## src/rtl/instruction_fetch_unit.sv

```systemverilog
// Instruction fetch stage: sequential PC generation over a single-outstanding
// request/grant/response imem port, a one-entry stall skid buffer and the IF/ID register.
module instruction_fetch_unit #(
    parameter int unsigned           DATA_WIDTH = 32,
    parameter logic [DATA_WIDTH-1:0] RESET_PC   = DATA_WIDTH'(32'h0000_0000),
    parameter logic [DATA_WIDTH-1:0] NOP_INST   = DATA_WIDTH'(32'h0000_0013)
) (
    input  logic                  clk,
    input  logic                  rst_n,
    input  logic                  clk_en,
    input  logic                  i_redirect,
    input  logic [DATA_WIDTH-1:0] i_redirect_pc,
    output logic                  o_imem_req,
    output logic [DATA_WIDTH-1:0] o_imem_addr,
    input  logic                  i_imem_gnt,
    input  logic                  i_imem_rvalid,
    input  logic [DATA_WIDTH-1:0] i_imem_rdata,
    output logic                  o_if_valid,
    output logic [DATA_WIDTH-1:0] o_if_inst,
    output logic [DATA_WIDTH-1:0] o_if_pc
);

    typedef enum logic [1:0] {
        ST_IDLE,
        ST_REQ,
        ST_WAIT,
        ST_DROP
    } state_t;

    state_t                r_state;
    logic [DATA_WIDTH-1:0] r_fetch_pc;
    logic [DATA_WIDTH-1:0] r_pend_pc;
    logic                  r_buf_valid;
    logic [DATA_WIDTH-1:0] r_buf_inst;
    logic [DATA_WIDTH-1:0] r_buf_pc;
    logic                  r_if_valid;
    logic [DATA_WIDTH-1:0] r_if_inst;
    logic [DATA_WIDTH-1:0] r_if_pc;

    logic                  w_req;
    logic                  w_fire;
    logic                  w_deliver;

    assign w_req     = (r_state == ST_REQ) && !r_buf_valid;
    assign w_fire    = w_req && i_imem_gnt;
    // Only a response arriving in WAIT without a same-cycle redirect is kept.
    assign w_deliver = i_imem_rvalid && (r_state == ST_WAIT) && !i_redirect;

    assign o_imem_req  = w_req;
    assign o_imem_addr = r_fetch_pc;
    assign o_if_valid  = r_if_valid;
    assign o_if_inst   = r_if_inst;
    assign o_if_pc     = r_if_pc;

    // NOTE: sequential state uses non-blocking assignments so every register
    // samples the pre-edge value of every other one.
    always_ff @(posedge clk or negedge rst_n) begin
        if (!rst_n) begin
            r_state <= ST_IDLE;
        end else begin
            case (r_state)
                ST_IDLE: r_state <= ST_REQ;
                ST_REQ: begin
                    if (w_fire) r_state <= i_redirect ? ST_DROP : ST_WAIT;
                end
                ST_WAIT: begin
                    if (i_imem_rvalid)   r_state <= ST_REQ;
                    else if (i_redirect) r_state <= ST_DROP;
                end
                ST_DROP: begin
                    if (i_imem_rvalid) r_state <= ST_REQ;
                end
                default: r_state <= ST_IDLE;
            endcase
        end
    end

    always_ff @(posedge clk or negedge rst_n) begin
        if (!rst_n) begin
            r_fetch_pc <= RESET_PC;
            r_pend_pc  <= '0;
        end else begin
            if (i_redirect)  r_fetch_pc <= i_redirect_pc;
            else if (w_fire) r_fetch_pc <= r_fetch_pc + DATA_WIDTH'(4);
            if (w_fire) r_pend_pc <= r_fetch_pc;
        end
    end

    // Skid buffer catches a response that lands while the pipeline is stalled.
    always_ff @(posedge clk or negedge rst_n) begin
        if (!rst_n) begin
            r_buf_valid <= 1'b0;
            r_buf_inst  <= NOP_INST;
            r_buf_pc    <= '0;
        end else if (i_redirect) begin
            r_buf_valid <= 1'b0;
        end else if (w_deliver && !clk_en) begin
            r_buf_valid <= 1'b1;
            r_buf_inst  <= i_imem_rdata;
            r_buf_pc    <= r_pend_pc;
        end else if (clk_en) begin
            r_buf_valid <= 1'b0;
        end
    end

    always_ff @(posedge clk or negedge rst_n) begin
        if (!rst_n) begin
            r_if_valid <= 1'b0;
            r_if_inst  <= NOP_INST;
            r_if_pc    <= '0;
        end else if (i_redirect) begin
            r_if_valid <= 1'b0;
            r_if_inst  <= NOP_INST;
            r_if_pc    <= '0;
        end else if (clk_en) begin
            if (r_buf_valid) begin
                r_if_valid <= 1'b1;
                r_if_inst  <= r_buf_inst;
                r_if_pc    <= r_buf_pc;
            end else if (w_deliver) begin
                r_if_valid <= 1'b1;
                r_if_inst  <= i_imem_rdata;
                r_if_pc    <= r_pend_pc;
            end else begin
                r_if_valid <= 1'b0;
                r_if_inst  <= NOP_INST;
                r_if_pc    <= '0;
            end
        end
    end

    // A full buffer blocks requests, so the memory can never answer into it.
    a_no_rvalid_into_full_buf: assert property (
        @(posedge clk) disable iff (!rst_n) !(i_imem_rvalid && r_buf_valid)
    );

endmodule

```

## config.mk

```make
export PLATFORM = sky130hd
export DESIGN_NAME = instruction_fetch_unit
export DESIGN_NICKNAME = d
export VERILOG_FILES = /design/src/rtl/instruction_fetch_unit.sv
export SDC_FILE = /design/constraint.sdc
export NUM_CORES = 1
export LEC_CHECK = 0
export CORE_MARGIN = 10
export CORE_UTILIZATION = 28
export CTS_CLUSTER_SIZE = 20
export DETAILED_ROUTE_END_ITERATION = 10
export GPL_TIMING_DRIVEN = 0
export PLACE_DENSITY = 0.51
export SLEW_MARGIN = 25
export SYNTH_ARGS = -nofsm -noshare
export SYNTH_HDL_FRONTEND = slang
export SYNTH_SLANG_ARGS = --single-unit
```

## constraint.sdc

```tcl
create_clock -name clk -period 2.42 [get_ports clk]
set_input_delay 0.363 -clock clk [delete_from_list [all_inputs] [get_ports clk]]
set_output_delay 0.363 -clock clk [all_outputs]
set_load 0.02 [all_outputs]
```

==> flow_summary.toml, run 1 <==
[status]
outcome = "finished, final reports clean"

[logic_synthesis]
yosysTopAreaCellShare = 0.557
synth.cell_area_mm2 = 0.00854
synth_cell_type_count = 36
syn_nets = 863
async_flop_share = 1.00
ys_top_cells_by_area = "dfrtp_1 56%, mux2_2 8.8%, a211oi_1 5.5%"
ys_seq_elements = 196
synth-seq-area-share = 0.575
yosys_warnings = 0
synth_edf_count = 0
yosysTopAreaCell = "dfrtp_1"
synth-main-ff-cell = "dfrtp_1"
syn_inst = 789
syn_avg_cell_area_um2 = 10.8

[cells_and_area]
seqCellArea_mm2 = 0.00491
layout_commonest_cell = "dfrtp_1"
fill_cells = 3002
final_cell_mix = "190 x dfrtp_1, 164 x clkdlybuf4s50_1, 109 x nand2_1, 81 x nor2_1, 67 x mux2_2"
area_delta_synth_final_pct = 34.1
finalNonFillerCells = 1379
antennaDiodeCount = 0
nets = 1050
drive_gt1_frac = 0.135
multi_input_area_mm2 = 0.00341

[timing]
hold_violations = 0
max_freq_mhz = 433
rsz0062_at_grt = "true"
tightest_slew_ns = 0.679
relSlewSlack = 0.547
finalCritPeriodShare = 0.954
setup_violations = 0
fin_worst_skew_ns = 0.0131
fin_crit_ns = 2.31
maxSlewViolCount = 0

[cts]
clockBufferDepth = 2
worstSkewPairLatency_ns = 0.43
htreeDepth = 4
cts_buffers = 17
cts_root_buf = "clkbuf_16"
clkTransAtPathRegs_ns = 0.07
cts_sinks = 196
cts_tree = "done"

[detailed_routing]
ant_nets = 0
wire_per_inst_um = 19.0
drc = 0
totalWireLength_um = 26200
firstDrtPassIters = 5
vias = 6612
drt-vias-per-instance = 4.79
drt_iter0_drc = 342

[power_and_ir_drop]
internal-power_mw = 6.67
p_leak_nw = 4.72
p_seq_frac = 0.480
p_clk_frac = 0.307
total_power_mw = 9.59
max-vdd-ir-drop_mv = 0.474
power.density_mw_per_mm2 = 837
power.switching_mw = 2.92
p_comb_frac = 0.213
switching_share = 0.304

[placed_design]
place_congestion = 0.767
dpl.hpwl_um = 19400
placed_cells = 1347
port_buffers = 166

[worst_setup_path]
crit_fanout = 10
crit_buf_inv = 3
path_delay_family = "buffers and inverters"
critPathRequiredTime_ns = 2.06
crit_path_frequent_cell = "clkbuf_4"
crit_path_end_kind = "output port"
start_kind = "flop"
slowest_delay_ns = 0.48
cp_cell_sequence = "clkbuf_4 > clkbuf_4 > nor2b_1 > clkdlybuf4s15_1"
cp.arrival_ns = 1.94
worstSetupPathType = "reg2out"
cpMaxStageDelayCell = "dfrtp_1"

[global_route]
grt_pass1_vias = 6972
grt_max_degree = 84
grt_usage = 0.138
grt_pass1_wl_um = 41900
gr-total-overflow = 0
antenna_found_initial = 0

[worst_hold_path]
min_path_type = "in2async"

[floorplanning]
dieWidth_um = 195
initial_core_util = 0.286
die_area_mm2 = 0.0379
die_y_um = 195
rows = 63
core_mm2 = 0.0299
ios = 168

[run]
max_cap_violations = 0
repair_timing:
item	4_1_cts	5_1_grt
endpoints found under the setup margin	137	89
endpoints found under the hold margin	56	0
hold buffers	1	0
buffers inserted	0	1
gates resized for setup	21	19
pin swaps	0	1
Yosys cell counts (6+ instances only):
cell type  count
a211oi_1      63
a22oi_1       61
a31oi_1       17
clkbuf_1      57
dfrtp_1      190
dfstp_2        6
inv_1         10
mux2_2        67
nand2_1      109
nand3_1       15
nand4_1        7
nor2_1        83
o21ai_0       18
o31ai_1       14
or4_1         18
xnor2_1        6
final cells by class:
| class | instances | area share |
|---|---|---|
| flip-flops and latches | 196 | 0.429 |
| multi-input cells | 521 | 0.298 |
| repair buffers | 170 | 0.152 |
| well taps | 390 | 0.0426 |
| clock buffers | 21 | 0.0411 |
| plain buffers | 60 | 0.0223 |
| clock inverters | 11 | 0.0121 |
| inverters | 10 | 0.00328 |
power by group through the flow:
stage | logic (mW) | registers [mW] | clock network, mW
global placement | 2.01 | 4.63 | 0
floorplan | 1.15 | 4.62 | 0
CTS | 2.06 | 4.60 | 3.06
detailed placement | 2.05 | 4.66 | 0
finish | 2.04 | 4.60 | 2.95
global route | 2.29 | 4.72 | 3.19
worst reg2reg max path: stages (launching register included):
cell,delay [ns]
dfrtp_1,0.43
inv_1,0.10
ha_1,0.25
nand3b_1,0.31
nor2_4,0.33
clkbuf_2,0.35
mux2_2,0.38
metal layers:
layer | global-route usage | share of wire
met1 | 0.190 | 0.49
met2 | 0.211 | 0.45
met3 | 0.0355 | 0.045
met4 | 0.0346 | 0.0082
met5 | 0 | 0
state kept, by name, summed over array words and instances (netlist names):
signal / count
r_pend_pc: 32
r_buf_pc: 32
r_buf_inst: 32
o_if_inst: 32
o_imem_addr: 32
r_state: 2
o_if_pc: 32
o_if_valid: 1
r_buf_valid: 1
cells by family after synthesis:
logic type,after synthesis,share of synthesized area
DFF,196,0.575
buffers and inverters,72,0.0318
and+or+nand+nor,257,0.136
xor gates and xnor gates,9,0.00923
adders and majority gates,4,0.00586
AOI/OAI and AO/OA,182,0.152
muxes,69,0.0907
metrics by stage:
stage          TNS (ns)  cell area (um2)  hold WS, ns  setup slack, ns  utilization
2_1_floorplan         0             8540       0.0674            0.201            -
3_3_place_gp   -1564.16            10700        0.483            -7.72        0.358
3_5_place_dp     -73.61            10800        0.318           -0.810        0.360
4_1_cts               0            11400        0.445           0.0109        0.382
5_1_grt         -0.0294            11500        0.475          -0.0173        0.383
6_report              0            11500        0.435            0.112        0.383
worst paths after layout:
| check | start | end | slack [ns] | cells past startpoint |
|---|---|---|---|---|
| max in group asynchronous | rst_n | r_buf_pc[5]$_DFFE_PN0P_ | 0.87 | 4 |
| worst min register to register | o_if_inst[0]$_DFFE_PN1P_ | o_if_inst[0]$_DFFE_PN1P_ | 0.50 | 2 |
| worst max-delay path | r_buf_valid$_DFFE_PN0P_ | o_imem_req | 0.11 | 4 |
| min in group clk | i_redirect_pc[9] | o_imem_addr[9]$_DFFE_PN0P_ | 0.48 | 3 |
| worst min-delay path | rst_n | o_if_inst[5]$_DFFE_PN0P_ | 0.43 | 2 |
| worst max register to register | r_state[0]$_DFFE_PN0P_ | r_buf_pc[24]$_DFFE_PN0P_ | 0.15 | 6 |
No activity file was read; power rests on OpenSTA's default activity.
==> run 2, diff against run 1 <==
--- a/config.mk
+++ b/config.mk
@@ -9,7 +9,7 @@
 export CORE_UTILIZATION = 28
 export CTS_CLUSTER_SIZE = 20
 export DETAILED_ROUTE_END_ITERATION = 10
-export GPL_TIMING_DRIVEN = 0
+export GPL_TIMING_DRIVEN = 1
 export PLACE_DENSITY = 0.51
 export SLEW_MARGIN = 25
 export SYNTH_ARGS = -nofsm -noshare
==> run 2 against run 1 <==
Net effect:
- fmax is 2.1% higher
- cell count is 2.0% lower
- die area stayed put
- utilization hardly changed
- sequential power hardly changed
- sequential cell count stayed put
- power is 0.96% higher
- non-clock buffer count is 28 lower
- clock power is 3% higher
- combinational power is 2% higher
- clock skew is 0.0033 ns higher
- hold slack worse by 0.22 ns
- critical path type unchanged
- largest cell class unchanged
- largest power group unchanged
==> flow_summary.toml, run 2 (synthesized netlist as in run 1, its figures left out) <==
[cells_and_area]
area_delta_synth_final_pct = 34.2
finalNonFillerCells = 1351
final_cell_mix = "189 x dfrtp_1, 163 x clkdlybuf4s50_1, 109 x nand2_1, 81 x nor2_1, 67 x mux2_2"
nets = 1022
drive_gt1_frac = 0.153
antennaDiodeCount = 0
layout_commonest_cell = "dfrtp_1"

[detailed_routing]
totalWireLength_um = 24800
ant_nets = 0
drt-vias-per-instance = 4.82
firstDrtPassIters = 5
drt_iter0_drc = 339
drc = 0
vias = 6518
wire_per_inst_um = 18.4

[floorplanning]
rows = 63
die_area_mm2 = 0.0379
die_y_um = 195
initial_core_util = 0.286
core_mm2 = 0.0299
dieWidth_um = 195
ios = 168

[global_route]
grt_max_degree = 73
antenna_found_initial = 0
gr-total-overflow = 0
grt_pass1_wl_um = 39900
grt_pass1_vias = 6623
grt_usage = 0.130

[cts]
htreeDepth = 4
cts_tree = "done"
cts_root_buf = "clkbuf_16"
clockBufferDepth = 2
worstSkewPairLatency_ns = 0.44
cts_setup_buffers = 0
cts_buffers = 17
clkTransAtPathRegs_ns = 0.08
cts_sinks = 196

[worst_setup_path]
rrSetupSlack_ns = 0.17
cp_cell_sequence = "inv_1 > ha_1 > buf_4 > nor2b_1 > dlygate4sd2_1"
crit_path_end_kind = "output port"
crit_fanout = 5
crit_buf_inv = 3
path_delay_family = "buffers and inverters"
cpMaxStageDelayCell = "dfrtp_1"
slowest_delay_ns = 0.41
r2r-end = "o_imem_addr[23]$_DFFE_PN0P_"
reg2regPathDepth = 6
start_kind = "flop"
reg2reg_from = "r_state[1]$_DFFE_PN0P_"
critPathRequiredTime_ns = 2.06
worstSetupPathType = "reg2out"
cp.arrival_ns = 1.90

[power_and_ir_drop]
power.density_mw_per_mm2 = 844
max-vdd-ir-drop_mv = 0.510
p_leak_nw = 4.74
total_power_mw = 9.68

[timing]
fin_worst_skew_ns = 0.0164
setup_violations = 0
hold_violations = 0
tightest_slew_ns = 0.682
finalCritPeriodShare = 0.934
setup_tns_ns = 0
maxSlewViolCount = 0
max_freq_mhz = 443
fin_crit_ns = 2.26
relSlewSlack = 0.545
rsz0062_at_grt = "false"

[placed_design]
placed_cells = 1318
dpl.hpwl_um = 17200
place_congestion = 0.744
port_buffers = 167

[worst_hold_path]
min_path_cells = 3
hp-start = "i_redirect"
min_path_type = "in2reg"
whs_endpoint = "o_imem_addr[15]$_DFFE_PN0P_"

[status]
outcome = "finished, final reports clean"

[run]
max_cap_violations = 0
run 2: repair_timing:
item                                    4_1_cts  5_1_grt
endpoints found under the hold margin        58        0
gates resized for setup                       1        0
hold buffers                                  1        0
endpoints found under the setup margin        1        0
run 2: report_power, final:
group | switching, mW | internal [mW]
Sequential | 0.520 | 4.05
Combinational | 1.07 | 1.01
Clock | 1.43 | 1.60
Total | 3.02 | 6.66
run 2: area by class of cell:
| type | instances | area, um2 |
|---|---|---|
| flip-flops and latches | 196 | 4910 |
| inverters | 10 | 37.5 |
| fillers | 2936 | 18400 |
| well taps | 390 | 488 |
| repair buffers | 202 | 2010 |
| clock inverters | 15 | 218 |
| multi-input cells | 521 | 3370 |
| clock buffers | 17 | 425 |
run 2: through the flow:
step | util | area (um2) | hold WS (ns) | setup WS [ns]
3_3_place_gp | 0.362 | 10800 | 0.429 | 0.00324
6_report | 0.384 | 11500 | 0.216 | 0.161
4_1_cts | 0.384 | 11500 | 0.199 | 0.126
2_1_floorplan | - | 8540 | 0.0674 | 0.201
3_5_place_dp | 0.362 | 10800 | 0.430 | -0.0239
5_1_grt | 0.384 | 11500 | 0.222 | 0.0514
run 2: how the worst max path moves through the flow:
stage | start | to | slack (ns) | depth (start not counted)
3_3_place_gp | i_imem_gnt | o_imem_addr[31]$_DFFE_PN0P_ | 0.003 | 5
3_5_place_dp | i_imem_gnt | o_imem_addr[23]$_DFFE_PN0P_ | -0.02 | 5
5_1_grt | r_state[1]$_DFFE_PN0P_ | o_imem_addr[31]$_DFFE_PN0P_ | 0.05 | 6
4_1_cts | r_state[1]$_DFFE_PN0P_ | o_imem_req | 0.13 | 5
6_report | r_state[1]$_DFFE_PN0P_ | o_imem_req | 0.16 | 5
2_1_floorplan | r_state[1]$_DFFE_PN0P_ | o_imem_addr[29]$_DFFE_PN0P_ | 0.20 | 7
run 2: routing by layer:
metal | GRT usage | vias to the layer above | wire length (um)
met5 | 0 | - | 0
met2 | 0.188 | 154 | 10800
met3 | 0.0355 | 11 | 1290
met1 | 0.185 | 3177 | 12400
met4 | 0.0332 | 0 | 245
li1 | - | 3176 | -
run 2: worst reg2reg max path, stage by stage, from the launching register on:
cell      delay (ns)
dfrtp_1         0.41
inv_1           0.07
ha_1            0.22
nand3b_2        0.10
or4_4           0.66
or4_1           0.55
a31oi_1         0.17
==> run 3, diff against run 2 <==
--- a/config.mk
+++ b/config.mk
@@ -6,11 +6,11 @@
 export NUM_CORES = 1
 export LEC_CHECK = 0
 export CORE_MARGIN = 10
-export CORE_UTILIZATION = 28
+export CORE_UTILIZATION = 30
 export CTS_CLUSTER_SIZE = 20
 export DETAILED_ROUTE_END_ITERATION = 10
 export GPL_TIMING_DRIVEN = 1
-export PLACE_DENSITY = 0.51
+export PLACE_DENSITY = 0.53
 export SLEW_MARGIN = 25
 export SYNTH_ARGS = -nofsm -noshare
 export SYNTH_HDL_FRONTEND = slang
==> run 3 against run 2 <==
Net effect:
- sequential cell count stayed put
- clock-buffer cell count is 3 higher
- sequential share of layout area is 0.56 points higher
- fmax is 0.49% higher
- sequential power hardly changed
- power is 4.1% lower
- die area is 6.0% lower
- setup slack better by 0.011 ns
- global-route usage is 0.49 points higher
- critical path type is now reg2reg
- largest cell class unchanged
==> flow_summary.toml, run 3 (synthesized netlist as in run 1, its figures left out) <==
[floorplanning]
ios = 168
initial_core_util = 0.306
core_mm2 = 0.0279
die_area_mm2 = 0.0356
rows = 61
dieWidth_um = 189
die_y_um = 189

[detailed_routing]
ant_nets = 0
drt-vias-per-instance = 4.87
firstDrtPassIters = 4
totalWireLength_um = 24400
vias = 6512
drt_iter0_drc = 384
wire_per_inst_um = 18.2
drc = 0

[global_route]
use_met3 = 0.0356
grt_pass1_wl_um = 38700
met2_usage = 0.203
gr-total-overflow = 0
grtUsageMet1 = 0.188
grt_pass1_vias = 6558
antenna_found_initial = 0
grt_max_degree = 76
grt_usage = 0.135
grt.busiest_layer = "met2"

[worst_setup_path]
start_kind = "flop"
crit_fanout = 22
crit_path_end_kind = "flop"
cpMaxStageDelayCell = "or4_4"
slowest_delay_ns = 0.66
cp.arrival_ns = 2.60
critPathRequiredTime_ns = 2.77
worstSetupPathType = "reg2reg"
cp_cell_sequence = "inv_1 > ha_1 > nand3b_2 > or4_4 > or4_1 > a31oi_1"

[cells_and_area]
finalNonFillerCells = 1336
final_area_mm2 = 0.0113
final_cell_mix = "189 x dfrtp_1, 163 x clkdlybuf4s50_1, 109 x nand2_1, 81 x nor2_1, 67 x mux2_2"
area_delta_synth_final_pct = 32.5
nets = 1019
antennaDiodeCount = 0
layout_commonest_cell = "dfrtp_1"
drive_gt1_frac = 0.147

[timing]
max_freq_mhz = 445
maxSlewViolCount = 0
whs_ns = 0.256
relSlewSlack = 0.524
fin_worst_skew_ns = 0.0116
setup_tns_ns = 0
hold_violations = 0
fin_crit_ns = 2.25
setup_violations = 0
finalCritPeriodShare = 0.929
tightest_slew_ns = 0.714
rsz0062_at_grt = "false"

[power_and_ir_drop]
switching_share = 0.312
p_seq_frac = 0.495
p_leak_nw = 4.67
power.density_mw_per_mm2 = 820
power.switching_mw = 2.89
max-vdd-ir-drop_mv = 0.450
p_comb_frac = 0.219
total_power_mw = 9.28
internal-power_mw = 6.39
p_clk_frac = 0.286

[placed_design]
placed_cells = 1303
dpl.hpwl_um = 16400
port_buffers = 167
place_congestion = 0.741
place_area_mm2 = 0.0108

[cts]
htreeDepth = 4
clkTransAtPathRegs_ns = 0.08
cts_root_buf = "clkbuf_16"
cts_buffers = 17
cts_sinks = 196
worstSkewPairLatency_ns = 0.43
clockBufferDepth = 2
cts_tree = "done"

[worst_hold_path]
min_path_type = "in2reg"

[run]
max_cap_violations = 0

[status]
outcome = "finished, final reports clean"
==> run 3: cell types whose count changed in the layout (fill, tap and decap cells not counted), sizes merged <==
cell,change
clkinv,-4
buf,-3
clkbuf,+3
bufinv,-2
clkinvlp,+2
inv,+1
==> run 3: path summary, 6_finish.rpt <==
kind                                     startpoint                           to  slack, ns  cells after the start
setup / recovery             r_state[1]$_DFFE_PN0P_  o_imem_addr[29]$_DFFE_PN0P_       0.17                      6
hold / removal                           i_redirect  o_imem_addr[14]$_DFFE_PN0P_       0.26                      2
setup reg to reg             r_state[1]$_DFFE_PN0P_  o_imem_addr[29]$_DFFE_PN0P_       0.17                      6
hold reg to reg            o_if_inst[4]$_DFFE_PN1P_     o_if_inst[4]$_DFFE_PN1P_       0.50                      2
max in group asynchronous                     rst_n    r_pend_pc[22]$_DFFE_PN0P_       1.24                      3
min in group asynchronous                     rst_n    o_if_inst[10]$_DFFE_PN0P_       0.49                      2
==> run 3: timing repair <==
item / 4_1_cts / 5_1_grt
gates resized for setup: 1 / 0
setup buffers: 0 / 0
hold buffers: 1 / 0
setup endpoints to repair: 1 / 0
hold endpoints to repair: 53 / 0
==> run 3: routing by layer <==
layer | wire length [um] | up-vias | share of wire
li1 | - | 3179 | -
met1 | 12300 | 3198 | 0.50
met2 | 10700 | 126 | 0.44
met3 | 1230 | 9 | 0.051
met4 | 168 | 0 | 0.0069
met5 | 0 | - | 0
==> run 3: area by class of cell <==
class | instances | area [um2]
fillers | 2805 | 16600
flip-flops and latches | 196 | 4910
multi-input cells | 521 | 3370
repair buffers | 199 | 1990
well taps | 378 | 473
clock buffers | 20 | 437
clock inverters | 12 | 96.3
inverters | 10 | 37.5
==> run 3: through the flow <==
stage / worst slack [ns] / util
2_1_floorplan: 0.201 / -
3_3_place_gp: 0.0176 / 0.386
3_5_place_dp: -0.0300 / 0.386
4_1_cts: 0.152 / 0.405
5_1_grt: 0.0657 / 0.405
6_report: 0.172 / 0.405
==> run 3: power by group through the flow <==
stage	clock network, mW	registers (mW)	logic (mW)
2_1_floorplan	0	4.62	1.15
3_3_place_gp	0	4.62	2.04
3_5_place_dp	0	4.66	2.07
4_1_cts	2.76	4.59	2.08
5_1_grt	2.88	4.70	2.28
6_report	2.66	4.59	2.03
==> run 3: worst max-delay path: cells and delay by family, from the launching register on <==
kind / cells / cell delay (ns)
buffers and inverters: 1 / 0.07
and+or+nand+nor: 3 / 1.30
AOI/OAI and AO/OA: 1 / 0.17
DFF: 1 / 0.42
adders and majority gates: 1 / 0.20
